## src/rtl/gps_uart_pkg.sv

```systemverilog
// Constants and TX state encodings shared by the GPS UART transmitter and receiver.
package gps_uart_pkg;

  localparam logic [12:0] BAUD_9600_50M = 13'd5208;
  localparam int          DATA_BITS     = 8;

  // PARITY is only reachable when UART_TX_PARITY_EN is defined.
  typedef enum logic [2:0] {
    ST_IDLE   = 3'd0,
    ST_START  = 3'd1,
    ST_DATA   = 3'd2,
    ST_PARITY = 3'd3,
    ST_STOP   = 3'd4
  } tx_state_t;

endpackage

```

## src/rtl/uart_tx_ser_if.sv

```systemverilog
// Byte-producer side of the UART transmitter: write strobe, data and FIFO status.
interface uart_tx_ser_if;
  logic [7:0] data_in;
  logic       wr_en;
  logic       full;
  logic       busy;
  logic       overflow;

  modport master (
    output data_in,
    output wr_en,
    input  full,
    input  busy,
    input  overflow
  );

  modport slave (
    input  data_in,
    input  wr_en,
    output full,
    output busy,
    output overflow
  );
endinterface

```

## src/rtl/uart_tx_fifo.sv

```systemverilog
// Small show-ahead byte FIFO; dout always presents the oldest entry while not empty.
module uart_tx_fifo #(
  parameter int DEPTH = 4,
  parameter int AW    = 2
) (
  input  logic       clk,
  input  logic       reset,
  input  logic       wr_en,
  input  logic [7:0] din,
  input  logic       rd_en,
  output logic       full,
  output logic       empty,
  output logic [7:0] dout
);

  logic [7:0]  mem [DEPTH];
  logic [AW:0] wr_ptr_reg;
  logic [AW:0] rd_ptr_reg;
  logic        wr_fire;
  logic        rd_fire;

  // Extra pointer MSB distinguishes full from empty when the indices match.
  assign empty   = (wr_ptr_reg == rd_ptr_reg);
  assign full    = (wr_ptr_reg[AW] != rd_ptr_reg[AW]) &&
                   (wr_ptr_reg[AW-1:0] == rd_ptr_reg[AW-1:0]);
  assign wr_fire = wr_en && !full;
  assign rd_fire = rd_en && !empty;
  assign dout    = mem[rd_ptr_reg[AW-1:0]];

  always_ff @(posedge clk) begin
    if (wr_fire) begin
      mem[wr_ptr_reg[AW-1:0]] <= din;
    end
  end

  always_ff @(posedge clk or negedge reset) begin
    if (!reset) begin
      wr_ptr_reg <= '0;
      rd_ptr_reg <= '0;
    end else begin
      if (wr_fire) begin
        wr_ptr_reg <= wr_ptr_reg + 1'b1;
      end
      if (rd_fire) begin
        rd_ptr_reg <= rd_ptr_reg + 1'b1;
      end
    end
  end

endmodule

```

## src/rtl/uart_tx_ser.sv

```systemverilog
// 8N1 UART transmitter with byte FIFO; define UART_TX_PARITY_EN for an 8E1 frame.
module uart_tx_ser
  import gps_uart_pkg::*;
#(
  parameter logic [12:0] BAUD       = BAUD_9600_50M,
  parameter int          FIFO_DEPTH = 4,
  parameter int          FIFO_AW    = 2
) (
  input  logic          clk,
  input  logic          reset,
  uart_tx_ser_if.slave  bus,
  output logic          tx_done,
  output logic          uart_tx
);

  tx_state_t   state_reg;
  logic [12:0] cnt_reg;
  logic [2:0]  bit_idx_reg;
  logic [7:0]  shift_reg;
  logic        line_reg;
  logic        done_reg;
  logic        overflow_reg;

  logic        fifo_full;
  logic        fifo_empty;
  logic [7:0]  fifo_dout;
  logic        pop;
  logic        bit_end;

  assign bit_end = (cnt_reg == BAUD - 13'd1);
  // Popping in the last stop clock lets the next start bit follow with no idle gap.
  assign pop     = !fifo_empty &&
                   ((state_reg == ST_IDLE) || ((state_reg == ST_STOP) && bit_end));

  uart_tx_fifo #(
    .DEPTH (FIFO_DEPTH),
    .AW    (FIFO_AW)
  ) u_fifo (
    .clk   (clk),
    .reset (reset),
    .wr_en (bus.wr_en),
    .din   (bus.data_in),
    .rd_en (pop),
    .full  (fifo_full),
    .empty (fifo_empty),
    .dout  (fifo_dout)
  );

  assign bus.full     = fifo_full;
  assign bus.busy     = (state_reg != ST_IDLE) || !fifo_empty;
  assign bus.overflow = overflow_reg;
  assign tx_done      = done_reg;
  assign uart_tx      = line_reg;

  always_ff @(posedge clk or negedge reset) begin
    if (!reset) begin
      state_reg    <= ST_IDLE;
      cnt_reg      <= '0;
      bit_idx_reg  <= '0;
      shift_reg    <= '0;
      line_reg     <= 1'b1;
      done_reg     <= 1'b0;
      overflow_reg <= 1'b0;
    end else begin
      done_reg     <= 1'b0;
      overflow_reg <= bus.wr_en && fifo_full;
      case (state_reg)
        ST_IDLE: begin
          line_reg <= 1'b1;
          cnt_reg  <= '0;
          if (!fifo_empty) begin
            shift_reg <= fifo_dout;
            line_reg  <= 1'b0;
            state_reg <= ST_START;
          end
        end
        ST_START: begin
          if (bit_end) begin
            cnt_reg     <= '0;
            bit_idx_reg <= '0;
            line_reg    <= shift_reg[0];
            state_reg   <= ST_DATA;
          end else begin
            cnt_reg <= cnt_reg + 13'd1;
          end
        end
        ST_DATA: begin
          if (bit_end) begin
            cnt_reg <= '0;
            if (bit_idx_reg == 3'(DATA_BITS - 1)) begin
`ifdef UART_TX_PARITY_EN
              line_reg  <= ^shift_reg;
              state_reg <= ST_PARITY;
`else
              line_reg  <= 1'b1;
              state_reg <= ST_STOP;
`endif
            end else begin
              bit_idx_reg <= bit_idx_reg + 3'd1;
              line_reg    <= shift_reg[bit_idx_reg + 3'd1];
            end
          end else begin
            cnt_reg <= cnt_reg + 13'd1;
          end
        end
`ifdef UART_TX_PARITY_EN
        ST_PARITY: begin
          if (bit_end) begin
            cnt_reg   <= '0;
            line_reg  <= 1'b1;
            state_reg <= ST_STOP;
          end else begin
            cnt_reg <= cnt_reg + 13'd1;
          end
        end
`endif
        ST_STOP: begin
          if (bit_end) begin
            cnt_reg  <= '0;
            done_reg <= 1'b1;
            if (!fifo_empty) begin
              shift_reg <= fifo_dout;
              line_reg  <= 1'b0;
              state_reg <= ST_START;
            end else begin
              line_reg  <= 1'b1;
              state_reg <= ST_IDLE;
            end
          end else begin
            cnt_reg <= cnt_reg + 13'd1;
          end
        end
        default: begin
          cnt_reg   <= '0;
          line_reg  <= 1'b1;
          state_reg <= ST_IDLE;
        end
      endcase
    end
  end

endmodule

```

## src/flat_wrapper.sv

```systemverilog
// flat-port wrapper written by rule: the top's interface ports become plain ports
module uart_tx_ser_flat import gps_uart_pkg::*;
#(
  parameter logic [12:0] BAUD       = BAUD_9600_50M,
  parameter int          FIFO_DEPTH = 4,
  parameter int          FIFO_AW    = 2
)
  (clk, reset, tx_done, uart_tx, bus_data_in, bus_wr_en, bus_full, bus_busy, bus_overflow);
  uart_tx_ser_if bus_i ();
  input  logic clk;
  input  logic reset;
  output logic tx_done;
  output logic uart_tx;
  input wire logic [$bits(bus_i.data_in)-1:0] bus_data_in;
  input wire logic [$bits(bus_i.wr_en)-1:0] bus_wr_en;
  output wire logic [$bits(bus_i.full)-1:0] bus_full;
  output wire logic [$bits(bus_i.busy)-1:0] bus_busy;
  output wire logic [$bits(bus_i.overflow)-1:0] bus_overflow;
  assign bus_i.data_in = bus_data_in;
  assign bus_i.wr_en = bus_wr_en;
  assign bus_full = bus_i.full;
  assign bus_busy = bus_i.busy;
  assign bus_overflow = bus_i.overflow;
  uart_tx_ser #(.BAUD(BAUD), .FIFO_DEPTH(FIFO_DEPTH), .FIFO_AW(FIFO_AW)) u_core (.clk(clk), .reset(reset), .bus(bus_i), .tx_done(tx_done), .uart_tx(uart_tx));
endmodule
```

## config.mk

```make
export PLATFORM = sky130hd
export DESIGN_NAME = uart_tx_ser_flat
export DESIGN_NICKNAME = d
export VERILOG_FILES = /design/src/rtl/gps_uart_pkg.sv /design/src/rtl/uart_tx_ser_if.sv /design/src/rtl/uart_tx_fifo.sv /design/src/rtl/uart_tx_ser.sv /design/src/flat_wrapper.sv
export SDC_FILE = /design/constraint.sdc
export NUM_CORES = 1
export LEC_CHECK = 0
export BUFFER_PORTS_ARGS = -buffer_cell sky130_fd_sc_hd__buf_2
export CAP_MARGIN = 10
export CORE_ASPECT_RATIO = 1.2
export CORE_MARGIN = 2
export CORE_UTILIZATION = 25
export DETAILED_ROUTE_END_ITERATION = 10
export SLEW_MARGIN = 20
export SYNTH_ARGS = -nofsm -noshare
export SYNTH_HDL_FRONTEND = slang
export SYNTH_HIERARCHICAL = 1
export SYNTH_SLANG_ARGS = --single-unit
```

## constraint.sdc

```tcl
create_clock -name clk -period 2 [get_ports clk]
set_clock_uncertainty 0.05 [all_clocks]
set_input_delay 0.1 -clock clk [delete_from_list [all_inputs] [get_ports clk]]
set_output_delay 0.1 -clock clk [all_outputs]
set_load 0.02 [all_outputs]
```

==> summary.txt <==
Worst setup path
  • Crit path DAT: 2.11 ns
  • CP max stage cell: a2111o_1
  • Maximum fanout along the worst path: 8
  • R2r setup slk: 0.06 ns
  • Reg2Reg Launch Point: u_core/cnt_reg[1]
  • Worst path top cell family by delay: compound AO/OA/AOI/OAI gates
  • Reg2reg path depth: 6
  • CP Capture Type: flop
  • Crit start category: flop
  • CP required: 2.17 ns
  • Critical Path, Cell by Cell: ha_2 > and4b_1 > nand3_2 > a2111o_1 > buf_12 > mux2_4
  • CP Class: flop to flop
  • Critical R2R Capture: u_core/shift_reg[0]
  • Buf/Inv on CP: 1
  • Crit-path max cell delay: 0.45 ns

STA
  • Final Max Slew Viols: 0
  • Worst-Margin Slew: 0.823 ns
  • RSZ-0062 raised after global routing: true
  • Fin crit period: 1.94 ns
  • Max Freq: 515 MHz
  • Final period utilization: 97.1%
  • Rel. slew slack: 45.1%
  • Setup ws final: 0.0571 ns
  • Final setup vio count: 0
  • Hold Vio Cnt, Final: 0

Layout
  • Number of fillers in the final layout: 1,227
  • Final Instance Count excl. Fillers: 446
  • Layout area overhead: 27.3%
  • Post-Layout Inst Area: 0.00401 mm2
  • Largest register FFs: 32
  • FF/Latch Area: 0.00186 mm2
  • Most frequent cells in the layout: dfrtp_1, edfxtp_1, buf_4, buf_2, nor2_1
  • Multi-input logic area: 0.00122 mm2
  • Fin nets: 299
  • # diodes: 0
  • Most common cell after layout, fill and taps aside: dfrtp_1
  • Share of cells above drive strength 1: 31.9%

Worst hold path
  • Worst hold path class: primary input to flop
  • Hold Crit Endpoint: u_core/bus.overflow
  • Worst Hold Depth: 2
  • Hold Startpoint: bus_wr_en

Placed design
  • RePlAce Congestion: 0.746
  • Cell Area, Placed: 0.00358 mm2
  • Setup WS pre-CTS: 0.0196 ns
  • Post-detail-place hpwl: 4.05 mm
  • IO Port Bufs: 15
  • Cell Count Post-Placement: 418

Global routing
  • Initial antenna violation count: 0
  • Largest net degree at the start of global routing: 37
  • Vias in the first global route: 2,016
  • First-pass GRT wire length: 9.92 mm
  • Tot GR Track Use: 9.64%
  • Gr ovfl total: 0

Clocking
  • Num CTS Buffers: 9
  • Clock Sinks: 68
  • CTS H-tree lvls: 3
  • CTS tree: built
  • Max clock buf depth: 2
  • Clock latency on the worst-skew pair: 0.33 ns
  • Clock Tree Root: clkbuf_16
  • Clk pin slew, worst setup/hold paths: 0.06 ns

Yosys
  • Register area share after synthesis: 59.2%
  • Top cells by area, synth: edfxtp_1, dfrtp_1, mux4_2, xnor2_1, mux2_4
  • Ys Warns: 6
  • Register bit count reported by yosys: 68
  • Post-synth EDFFs: 32
  • Mapped Cells: 225
  • Syn_nets: 244
  • Area fraction of the dominant cell type after synthesis: 30.5%
  • Avg Inst Size Synth: 14.0 um2
  • Synth Flop Type: dfrtp_1
  • Post-synthesis async set-or-reset flop share: 52.9%
  • Netlist cell types: 42
  • Area leader, netlist: edfxtp_1
  • Synth Cell Area: 0.00315 mm2

Route
  • Antenna-violating nets left: 0
  • Wire per inst: 13.5 um
  • Drt first pass iters: 4
  • Routed WL: 6.01 mm
  • Detailed-route vias per instance: 4.40
  • DRC violations left: 0
  • Vias: 1,963
  • Initial drt markers: 105

Die
  • Io pins: 16
  • Die area: 0.0135 mm2
  • Initial Util: 25.8%
  • Die height: 127 um
  • Row cnt: 44
  • Die width: 106 um
  • Core Footprint: 0.0122 mm2

Power
  • Pwr Total: 5.52 mW
  • Worst vdd ir: 0.000555 V
  • LEAKAGE: 1.59 nW
  • Power Dens Cells: 1380 mW/mm2

Job
  • Count of max-cap constraint violations: 0

Outcome
  • Status: finished, final reports clean
synthesized netlist by cell type (all sizes together) (4+ instances only):
| library cell | n |
|---|---|
| mux2 | 8 |
| o21ai | 7 |
| a21oi | 8 |
| nand3 | 11 |
| o31ai | 5 |
| xnor2 | 14 |
| nor4 | 4 |
| dfrtp | 35 |
| nand2 | 11 |
| nor3 | 5 |
| ha | 8 |
| and3 | 5 |
| edfxtp | 32 |
| xor2 | 6 |
| nor2 | 15 |
| mux4 | 10 |
| inv | 8 |
| clkbuf | 5 |
cell type report:
type | count | area share (%)
flip-flops and latches | 68 | 46.5
multi-input cells | 141 | 30.5
repair buffers | 52 | 9.68
clock buffers | 9 | 5.62
well taps | 161 | 5.02
clock inverters | 7 | 1.90
inverters | 8 | 0.749
worst max path at each step:
stage / from / end / cells after the start
floorplan: u_core/cnt_reg[0] / u_core/u_fifo/rd_ptr_reg[2] / 8
global placement: u_core/bit_idx_reg[0] / u_core/uart_tx / 5
detailed placement: u_core/bit_idx_reg[0] / u_core/uart_tx / 5
CTS: u_core/bit_idx_reg[0] / u_core/uart_tx / 5
global route: u_core/cnt_reg[1] / u_core/u_fifo/rd_ptr_reg[2] / 7
finish: u_core/cnt_reg[1] / u_core/shift_reg[0] / 6
timing repair:
| item | 4_1_cts | 5_1_grt |
|---|---|---|
| resized for setup | 0 | 2 |
| hold endpoints to repair | 67 | 0 |
| endpoints found under the setup margin | 0 | 11 |
| hold buffers | 9 | 0 |
| setup buffers | 0 | 3 |
per-layer routing:
metal  wire length, um  global-route usage, %
met5                 0                      0
met2              3000                   16.0
met3               252                   4.06
met4                50                   2.98
met1              2700                   11.3
per-stage QoR:
step	hold WS, ns	setup TNS (ns)	utilization [%]
6_report	0.0425	0	32.8
2_1_floorplan	-0.246	0	-
4_1_cts	0.0332	0	32.5
3_3_place_gp	0.189	0	29.3
3_5_place_dp	0.194	0	29.3
5_1_grt	0.0454	-0.0294	32.8
cell families (layout without fill, tap and decap cells):
| group | after synthesis | after routing | synth area share, % |
|---|---|---|---|
| muxes | 19 | 19 | 11.3 |
| buffers and inverters | 16 | 76 | 2.42 |
| xor gates and xnor gates | 20 | 20 | 6.04 |
| adders and majority gates | 8 | 8 | 3.18 |
| and+or+nand+nor | 65 | 65 | 11.7 |
| AOI/OAI and AO/OA | 29 | 29 | 6.20 |
| DFF | 68 | 68 | 59.2 |
power by group:
part	total, mW	internal (mW)	switching [mW]	leakage, nW
combinational	1.93	0.997	0.935	0.698
sequential	2.02	1.84	0.171	0.752
clock	1.58	0.970	0.606	0.142
total	5.52	3.81	1.71	1.59
Note: power is estimated with default switching activity, not from simulation.
